### src/rtl/mult_div_if.sv
// mult_div_if: request, HI/LO write and result signals between the datapath and mult_div_unit
interface mult_div_if #(parameter int WIDTH = 32);
  logic             START;
  logic [1:0]       OP;
  logic [WIDTH-1:0] SRC_A;
  logic [WIDTH-1:0] SRC_B;
  logic             HI_WE;
  logic             LO_WE;
  logic [WIDTH-1:0] WD;
  logic             BUSY;
  logic             DONE;
  logic [WIDTH-1:0] HI;
  logic [WIDTH-1:0] LO;
  modport master (output START, OP, SRC_A, SRC_B, HI_WE, LO_WE, WD, input BUSY, DONE, HI, LO);
  modport slave  (input START, OP, SRC_A, SRC_B, HI_WE, LO_WE, WD, output BUSY, DONE, HI, LO);
endinterface

### src/rtl/mult_div_unit.sv
// mult_div_unit: iterative MULT/MULTU/DIV/DIVU over magnitudes with architectural HI/LO
module mult_div_unit #(parameter int WIDTH = 32) (
  input logic      CLK,
  input logic      RST,
  mult_div_if.slave bus
);
  typedef enum logic [1:0] {IDLE, CALC, FIX} state_t;
  state_t             state_q;
  logic [5:0]         cnt_q;
  logic [2*WIDTH-1:0] acc_q;
  logic [WIDTH-1:0]   a_q, b_q, araw_q, hi_q, lo_q;
  logic               div_q, sa_q, sb_q, bz_q, busy_q, done_q;
  logic               sgn, borrow;
  logic [WIDTH-1:0]   a_abs, b_abs, rem_d, quo, rem;
  logic [WIDTH:0]     mul_sum;
  logic [WIDTH+1:0]   trial;
  logic [2*WIDTH-1:0] prod;
  always_comb begin
    sgn     = ~bus.OP[0];
    a_abs   = sgn && bus.SRC_A[WIDTH-1] ? -bus.SRC_A : bus.SRC_A;
    b_abs   = sgn && bus.SRC_B[WIDTH-1] ? -bus.SRC_B : bus.SRC_B;
    mul_sum = {1'b0, acc_q[2*WIDTH-1:WIDTH]} + (b_q[0] ? {1'b0, a_q} : '0);
    trial   = {1'b0, acc_q[2*WIDTH-1:WIDTH], a_q[WIDTH-1]} - {2'b00, b_q};
    // bit WIDTH of a non-borrowing trial is always 0, so folding it in is exact
    borrow  = trial[WIDTH+1] | trial[WIDTH];
    rem_d   = borrow ? {acc_q[2*WIDTH-2:WIDTH], a_q[WIDTH-1]} : trial[WIDTH-1:0];
    prod    = sa_q ^ sb_q ? -acc_q : acc_q;
    quo     = sa_q ^ sb_q ? -acc_q[WIDTH-1:0] : acc_q[WIDTH-1:0];
    rem     = sa_q ? -acc_q[2*WIDTH-1:WIDTH] : acc_q[2*WIDTH-1:WIDTH];
  end
  always_ff @(posedge CLK or negedge RST) begin
    if (!RST) begin
      state_q <= IDLE;
      cnt_q   <= '0;
      acc_q   <= '0;
      a_q     <= '0;
      b_q     <= '0;
      araw_q  <= '0;
      hi_q    <= '0;
      lo_q    <= '0;
      div_q   <= 1'b0;
      sa_q    <= 1'b0;
      sb_q    <= 1'b0;
      bz_q    <= 1'b0;
      busy_q  <= 1'b0;
      done_q  <= 1'b0;
    end else begin
      done_q <= 1'b0;
      case (state_q)
        IDLE: if (bus.START) begin
          div_q   <= bus.OP[1];
          sa_q    <= sgn & bus.SRC_A[WIDTH-1];
          sb_q    <= sgn & bus.SRC_B[WIDTH-1];
          bz_q    <= bus.SRC_B == '0;
          a_q     <= a_abs;
          b_q     <= b_abs;
          araw_q  <= bus.SRC_A;
          acc_q   <= '0;
          cnt_q   <= '0;
          state_q <= CALC;
        end else begin
          if (bus.HI_WE) hi_q <= bus.WD;
          if (bus.LO_WE) lo_q <= bus.WD;
        end
        CALC: begin
          busy_q <= 1'b1;
          if (div_q) begin
            acc_q <= {rem_d, acc_q[WIDTH-2:0], ~borrow};
            a_q   <= a_q << 1;
          end else begin
            acc_q <= {mul_sum, acc_q[WIDTH-1:1]};
            b_q   <= b_q >> 1;
          end
          cnt_q   <= cnt_q == 6'(WIDTH-1) ? '0 : cnt_q + 6'd1;
          state_q <= cnt_q == 6'(WIDTH-1) ? FIX : CALC;
        end
        FIX: begin
          hi_q    <= !div_q ? prod[2*WIDTH-1:WIDTH] : bz_q ? araw_q : rem;
          lo_q    <= !div_q ? prod[WIDTH-1:0] : bz_q ? '1 : quo;
          busy_q  <= 1'b0;
          done_q  <= 1'b1;
          state_q <= IDLE;
        end
        default: state_q <= IDLE;
      endcase
    end
  end
  assign bus.BUSY = busy_q;
  assign bus.DONE = done_q;
  assign bus.HI   = hi_q;
  assign bus.LO   = lo_q;
endmodule

### src/flat_wrapper.sv
// flat-port wrapper written by rule: the top's interface ports become plain ports
module mult_div_unit_flat 
#(parameter int WIDTH = 32)
  (CLK, RST, bus_START, bus_OP, bus_SRC_A, bus_SRC_B, bus_HI_WE, bus_LO_WE, bus_WD, bus_BUSY, bus_DONE, bus_HI, bus_LO);
  mult_div_if #(.WIDTH(WIDTH)) bus_i ();
  input logic CLK;
  input logic RST;
  input wire logic [$bits(bus_i.START)-1:0] bus_START;
  input wire logic [$bits(bus_i.OP)-1:0] bus_OP;
  input wire logic [$bits(bus_i.SRC_A)-1:0] bus_SRC_A;
  input wire logic [$bits(bus_i.SRC_B)-1:0] bus_SRC_B;
  input wire logic [$bits(bus_i.HI_WE)-1:0] bus_HI_WE;
  input wire logic [$bits(bus_i.LO_WE)-1:0] bus_LO_WE;
  input wire logic [$bits(bus_i.WD)-1:0] bus_WD;
  output wire logic [$bits(bus_i.BUSY)-1:0] bus_BUSY;
  output wire logic [$bits(bus_i.DONE)-1:0] bus_DONE;
  output wire logic [$bits(bus_i.HI)-1:0] bus_HI;
  output wire logic [$bits(bus_i.LO)-1:0] bus_LO;
  assign bus_i.START = bus_START;
  assign bus_i.OP = bus_OP;
  assign bus_i.SRC_A = bus_SRC_A;
  assign bus_i.SRC_B = bus_SRC_B;
  assign bus_i.HI_WE = bus_HI_WE;
  assign bus_i.LO_WE = bus_LO_WE;
  assign bus_i.WD = bus_WD;
  assign bus_BUSY = bus_i.BUSY;
  assign bus_DONE = bus_i.DONE;
  assign bus_HI = bus_i.HI;
  assign bus_LO = bus_i.LO;
  mult_div_unit #(.WIDTH(WIDTH)) u_core (.CLK(CLK), .RST(RST), .bus(bus_i));
endmodule
### config.mk
export PLATFORM = sky130hd
export DESIGN_NAME = mult_div_unit_flat
export DESIGN_NICKNAME = d
export VERILOG_FILES = /design/src/rtl/mult_div_if.sv /design/src/rtl/mult_div_unit.sv /design/src/flat_wrapper.sv
export SDC_FILE = /design/constraint.sdc
export NUM_CORES = 1
export LEC_CHECK = 0
export BUFFER_PORTS_ARGS = -buffer_cell sky130_fd_sc_hd__buf_4
export CORE_MARGIN = 10
export CORE_UTILIZATION = 58
export DETAILED_ROUTE_END_ITERATION = 12
export GPL_ROUTABILITY_DRIVEN = 0
export PLACE_DENSITY = 0.79
export SLEW_MARGIN = 5
export SYNTH_ARGS = -nofsm -noshare
export SYNTH_HDL_FRONTEND = slang
export SYNTH_SLANG_ARGS = --single-unit
export TNS_END_PERCENT = 5
### constraint.sdc
create_clock -name CLK -period 3.73 [get_ports CLK]
set_input_delay 1.119 -clock CLK [delete_from_list [all_inputs] [get_ports CLK]]
set_output_delay 1.119 -clock CLK [all_outputs]
set_load 0.05 [all_outputs]
# After elaboration in Yosys (flattened, before gate mapping)

Index checks and enable logic that the tools add are counted.

Bits in registers: 238
Latch bits: 0
Bits in writable memories: 0
Bits in read-only memories: 0
Bits of input ports: 103
Output and inout bits: 66
Logic and storage cells: 84
Memories kept: 0

Add/subtract/negate cells: 8
Multipliers: 0
Div/mod/pow operators: 0
Magnitude comparators: 0
Equal/unequal tests: 9
Shift operators: 0
Mux-type cells: 34
Bitwise logic cells: 6
Reduce and logical (&&, ||, !) cells: 13

Operators by type and width:

| cell                                                            | count |
|---|---|
| 32-bit two-way mux                                              | 18 |
| 32-bit case mux with 2 select lines                             | 4 |
| 64-bit two-way mux                                              | 3 |
| 32-bit negator                                                  | 4 |
| 64-bit case mux with 2 select lines                             | 1 |
| 64-bit negator                                                  | 1 |
| 33-bit by 32-bit subtractor with 34-bit output                  | 1 |
| 32-bit by 33-bit adder with 33-bit output                       | 1 |
| 32-bit logical NOT                                              | 1 |
| 6-bit two-way mux                                               | 2 |
| 6-bit case mux with 2 select lines                              | 1 |
| 3-bit AND reduction                                             | 4 |
| 2-bit != test, second input constant                            | 5 |
| 6-bit by 1-bit adder with 6-bit output, second input constant   | 1 |
| 6-bit by 5-bit == test with 1-bit output, second input constant | 1 |
| 2-bit nonzero test                                              | 3 |
| 2-bit two-way mux                                               | 2 |
| 2-bit case mux with 2 select lines                              | 1 |
| 2-bit AND reduction                                             | 2 |
| 1-bit bitwise AND                                               | 2 |
| 2-bit by 1-bit == test with 1-bit output, second input constant | 1 |
| 2-bit == test, second input constant                            | 1 |
| 1-bit logical AND                                               | 2 |
| 2-bit logical NOT                                               | 1 |
| other kinds (6)                                                 | 7 |

# Depth between registers and ports, before layout

Depth after elaboration: 5
Gate-level depth with buffers: 15
Depth with buffers taken out: 13

# Worst setup path after synthesis

No wires, ideal clock.

Path kind: in2reg
Start: in bus_SRC_B[8]
End: reg u_core.b_q[30]
Library setup time: 0.083 ns
Arrival time: 3.308 ns
Data required time: 3.647 ns
Setup slack: 0.339 ns
Stages: 9
Path buffers: 0
Path through: or3_1 or3_1 or4_1 nor4_2 nand2_1 o41ai_1 xnor2_1 mux2i_1 o21ai_0

Longest elaborated chain between the ends: 4

Ends and longest elaborated chain:

| element                             | line                | RTL |
|---|---|---|
| start: declaration                  | flat_wrapper.sv:11  | `input wire logic [$bits(bus_i.SRC_B)-1:0] bus_SRC_B;` |
| 32-bit negator                      | mult_div_unit.sv:21 | `b_abs = sgn && bus.SRC_B[WIDTH-1] ? -bus.SRC_B : bus.SRC_B;` |
| 32-bit two-way mux                  | mult_div_unit.sv:21 |  |
| 32-bit two-way mux                  | mult_div_unit.sv:50 | `IDLE: if (bus.START) begin` |
| 32-bit case mux with 2 select lines | mult_div_unit.sv:49 | `case (state_q)` |
| end signal: assignment              | mult_div_unit.sv:56 | `b_q <= b_abs;` |
| end signal: assignment              | mult_div_unit.sv:72 | `b_q <= b_q >> 1;` |
| end: declaration                    | mult_div_unit.sv:11 | `logic [WIDTH-1:0] a_q, b_q, araw_q, hi_q, lo_q;` |

Every way passes these cells. The select of a mux whose other input is x is not followed.
A chain may end at the register's enable or synchronous reset.

# Worst setup path in the final report

Start: reg u_core.b_q[0]
End: reg u_core.acc_q[47]

Longest elaborated chain between the ends: 5
Elaborated cells on any way between the ends: 7
Those cells by class: add/sub (2); mux (4); bitwise (1)

Ends and longest elaborated chain:

| element                                        | line                | RTL |
|---|---|---|
| 33-bit by 32-bit subtractor with 34-bit output | mult_div_unit.sv:23 | `trial = {1'b0, acc_q[2*WIDTH-1:WIDTH], a_q[WIDTH-1]} - {2'b00, b_q};` |
| 1-bit OR                                       | mult_div_unit.sv:25 | `borrow = trial[WIDTH+1] \| trial[WIDTH];` |
| 32-bit two-way mux                             | mult_div_unit.sv:26 | `rem_d = borrow ? {acc_q[2*WIDTH-2:WIDTH], a_q[WIDTH-1]} : trial[WIDTH-1:0];` |
| 64-bit two-way mux (*)                         | mult_div_unit.sv:67 | `if (div_q) begin` |
| 64-bit case mux with 2 select lines (*)        | mult_div_unit.sv:49 |  |
| end signal: assignment                         | mult_div_unit.sv:68 | `acc_q <= {rem_d, acc_q[WIDTH-2:0], ~borrow};` |
| end signal: assignment                         | mult_div_unit.sv:71 | `acc_q <= {mul_sum, acc_q[WIDTH-1:1]};` |
| end: declaration                               | mult_div_unit.sv:10 | `logic [2*WIDTH-1:0] acc_q;` |

Every way passes the cells marked *; elsewhere a longest branch is shown, timed or not.

==> flow_summary.yaml <==
die:
  fp-row-count: 65
  die-area_um2: 39560
  initial_core_util: 0.5882
  die_h_um: 198.9
  core_um2: 31560
  num_io_pins: 169
  die_w_um: 198.9
worst_setup_path:
  worstPathMaxFanout: 35
  reg2reg_to: "u_core.acc_q[47]$_DFFE_PN0P_"
  slowest_stage: "dfrtp_2"
  crit_type: "reg -> reg"
  crit_top_cell: "mux2i_1"
  worst_setup_path_start_kind: "flip-flop"
  crit_chain: "ha_1, inv_1, fa_1, a211oi_1, o21a_1, a2bb2oi_1, or3_1, a21oi_1, a311oi_4, buf_12, mux2i_1, mux2i_1, a22o_1"
  cp.required_ns: 4.16
  r2r-start: "u_core.b_q[0]$_DFFE_PN0P_"
  crit_arrival_ns: 3.99
  critPathMaxStageDelay_ns: 0.51
  endpoint_kind: "flip-flop"
  worstRegToRegCells: 13
  regToRegSetupSlack_ns: 0.18
timing:
  worst_pin_slew_ns: 1.224
  period_share: 0.9521
  maxSlewHeadroom: 0.1809
  skew_ns: 0.03514
  hold_ws_ns: 0.4817
  hold_violations: 0
  period_needed_ns: 3.551
  slew_violations: 0
  setup_viol: 0
  rsz0062_at_grt: "yes"
  max_freq_mhz: 281.6
synth:
  syn_nets: 2472
  synth_cell_types: 80
  seq_area_frac_synth: 0.3209
  synthArstFlopShare: 1.000
  synth_edf_count: 0
  synth_simple_gate_area_frac: 0.1798
  synthFlopType: "dfrtp_1"
  synthMuxAreaShare: 0.06714
  synth_top_family_by_area: "compound AO/OA/AOI/OAI gates"
  synth_warnings: 0
  syn_inst: 2294
  syn_area_per_cell_um2: 8.091
  synthXorXnorAreaFrac: 0.09107
  syn_area_um2: 18560
  synth_compound_area_frac: 0.2421
  synthAdderAreaFrac: 0.05137
  synth_seq_cells: 238
cts:
  tritoncts: "done"
  clk_pin_slew_ns: 0.06
  clock-sinks: 238
  clk_latency_ns: 0.57
  cts_made_buffers: 28
  post_cts_buffers: 0
  clk_path_buf_depth: 3
  cts_max_level: 1
  cts-root-buf: "clkbuf_16"
  ctsHoldBuffers: 0
  cts_resized: 0
worst_hold_path:
  hold_path_startpoint: "u_core.bus.LO[7]$_DFFE_PN0P_"
  worst_hold_path_type: "reg -> reg"
  min_path_cells: 2
  holdPathEnd: "u_core.bus.LO[7]$_DFFE_PN0P_"
power_and_ir_drop:
  comb_power_share: 0.094
  p_total_mw: 6.059
  leakage_nw: 9.891
  swShare: 0.2481
  p_sw_mw: 1.503
  p_per_area_nw_per_um2: 281.6
  pwr-share-seq: 0.429
  ir_drop_v: 0.0003433
  internal-power_mw: 4.556
  clockPowerShare: 0.476
final_layout:
  area_growth_pct: 15.94
  layout-drive-gt1-share: 0.1520
  final_area_um2: 21520
  final_cell_mix: "275 x o21ai_0, 261 x nand2_1, 251 x buf_4, 235 x dfrtp_1, 214 x a21oi_1"
  final_common_cell: "o21ai_0"
  final_core_util: 0.6819
  diodes: 0
  fin_nets: 2604
global_route:
  grt_max_degree: 94
  grt_pass1_wl_um: 94360
  grt_busiest_layer: "met2"
  track_usage: 0.2954
  grt_use_met1: 0.3667
  antenna_found_initial: 0
  grt_pass1_vias: 17560
  grt_overflow: 0
  grt_util_met2: 0.4863
  use_met3: 0.05357
route:
  post-route-drc-count: 0
  drt_pass1_iterations: 7
  vias: 18300
  drt-vias-per-instance: 6.423
  drt_iter0_drc: 2244
  wl_um: 60220
  ant_nets: 0
  wl_per_cell_um: 21.14
run_status:
  run_status: "complete, no violations"
placement:
  dp.final_hpwl_um: 45420
  postPlaceCellArea_um2: 20540
  numPortBuffers: 168
run:
  cap_violations: 0
[through the flow]
step                      setup WS, ns  setup TNS (ns)  cells
after global placement         0.02942               0   2798
after floorplan                 0.3390               0   2294
after CTS                      0.04367               0   2849
final                           0.1785               0   2849
after global routing          -0.01892        -0.01892   2849
after detailed placement      -0.08704        -0.08872   2798
[logic make-up (layout without fill, tap and decap cells)]
| logic type | count (synthesis) | after routing |
|---|---|---|
| fa+ha+maj | 75 | 75 |
| flops | 238 | 238 |
| buf+inv | 228 | 381 |
| xor+xnor | 193 | 193 |
| compound gates | 756 | 756 |
| simple gates | 683 | 683 |
| mux | 121 | 121 |
[Yosys cell counts, types with 27 or more instances]
| master | n | share of area |
|---|---|---|
| o21ai_0 | 275 | 0.074 |
| dfrtp_1 | 238 | 0.32 |
| and2_1 | 39 | 0.013 |
| mux2_2 | 28 | 0.017 |
| xnor2_1 | 126 | 0.059 |
| clkbuf_1 | 123 | 0.025 |
| a21o_1 | 37 | 0.015 |
| ha_1 | 73 | 0.049 |
| o22ai_1 | 37 | 0.012 |
| nor3_1 | 35 | 0.0094 |
| nand2_1 | 262 | 0.053 |
| a21oi_1 | 216 | 0.058 |
| nor2_1 | 143 | 0.029 |
| xor2_1 | 67 | 0.032 |
| nor3b_1 | 27 | 0.011 |
| o31ai_1 | 30 | 0.012 |
| mux2i_1 | 93 | 0.050 |
| or3_1 | 30 | 0.010 |
| inv_1 | 72 | 0.015 |
| nand3_1 | 28 | 0.0075 |
[state kept, by name, summed over array words and instances (netlist names)]
register,flops
u_core.cnt_q,6
u_core.bus.LO,32
u_core.a_q,32
u_core.div_q,1
u_core.acc_q,64
u_core.b_q,32
u_core.araw_q,32
u_core.bus.HI,32
u_core.bus.BUSY,1
u_core.state_q,2
u_core.bz_q,1
u_core.sb_q,1
u_core.sa_q,1
u_core.bus.DONE,1
[worst max-delay path by stage]
stage | from | to | cells after the start
floorplan | bus_SRC_B[8] | u_core.b_q[30]$_DFFE_PN0P_ | 9
global placement | bus_SRC_B[8] | u_core.b_q[30]$_DFFE_PN0P_ | 11
detailed placement | bus_SRC_B[8] | u_core.b_q[30]$_DFFE_PN0P_ | 11
CTS | u_core.b_q[0]$_DFFE_PN0P_ | u_core.acc_q[61]$_DFFE_PN0P_ | 13
global route | u_core.b_q[0]$_DFFE_PN0P_ | u_core.acc_q[57]$_DFFE_PN0P_ | 12
finish | u_core.b_q[0]$_DFFE_PN0P_ | u_core.acc_q[47]$_DFFE_PN0P_ | 13
[power by group through the flow]
stage	Combinational [mW]	Sequential [mW]	Clock (mW)
after detailed placement	0.567	2.65	0
final	0.572	2.60	2.89
after global placement	0.551	2.65	0
after floorplan	0.289	2.65	0
after global routing	0.634	2.60	3.00
after CTS	0.571	2.60	2.90
[cell type report]
class,instances,area [µm²]
clock inverters,12,156.4
repair buffers,257,1999
clock buffers,39,812.0
multi-input cells,1828,11810
well taps,402,503.0
fillers,2605,10040
flip-flops and latches,238,5962
inverters,73,274.0
[layer usage]
| layer | part of all wire | routed length, µm | up-vias |
|---|---|---|---|
| li1 | - | - | 8482 |
| met3 | 0.085 | 5098 | 207 |
| met5 | 0 | 0 | - |
| met1 | 0.40 | 23820 | 8727 |
| met2 | 0.47 | 28180 | 883 |
| met4 | 0.052 | 3133 | 0 |
[critical path, delay by kind of cell (launching register included)]
family | cells | cell delay [ns]
multiplexers | 2 | 0.36
buffers and inverters | 2 | 0.33
AO/OA/AOI/OAI | 6 | 1.38
AND/OR/NAND/NOR | 1 | 0.19
flip-flops | 1 | 0.51
adder cells (fa/ha/maj) | 2 | 0.64
Note: power is estimated with default switching activity, not from simulation.
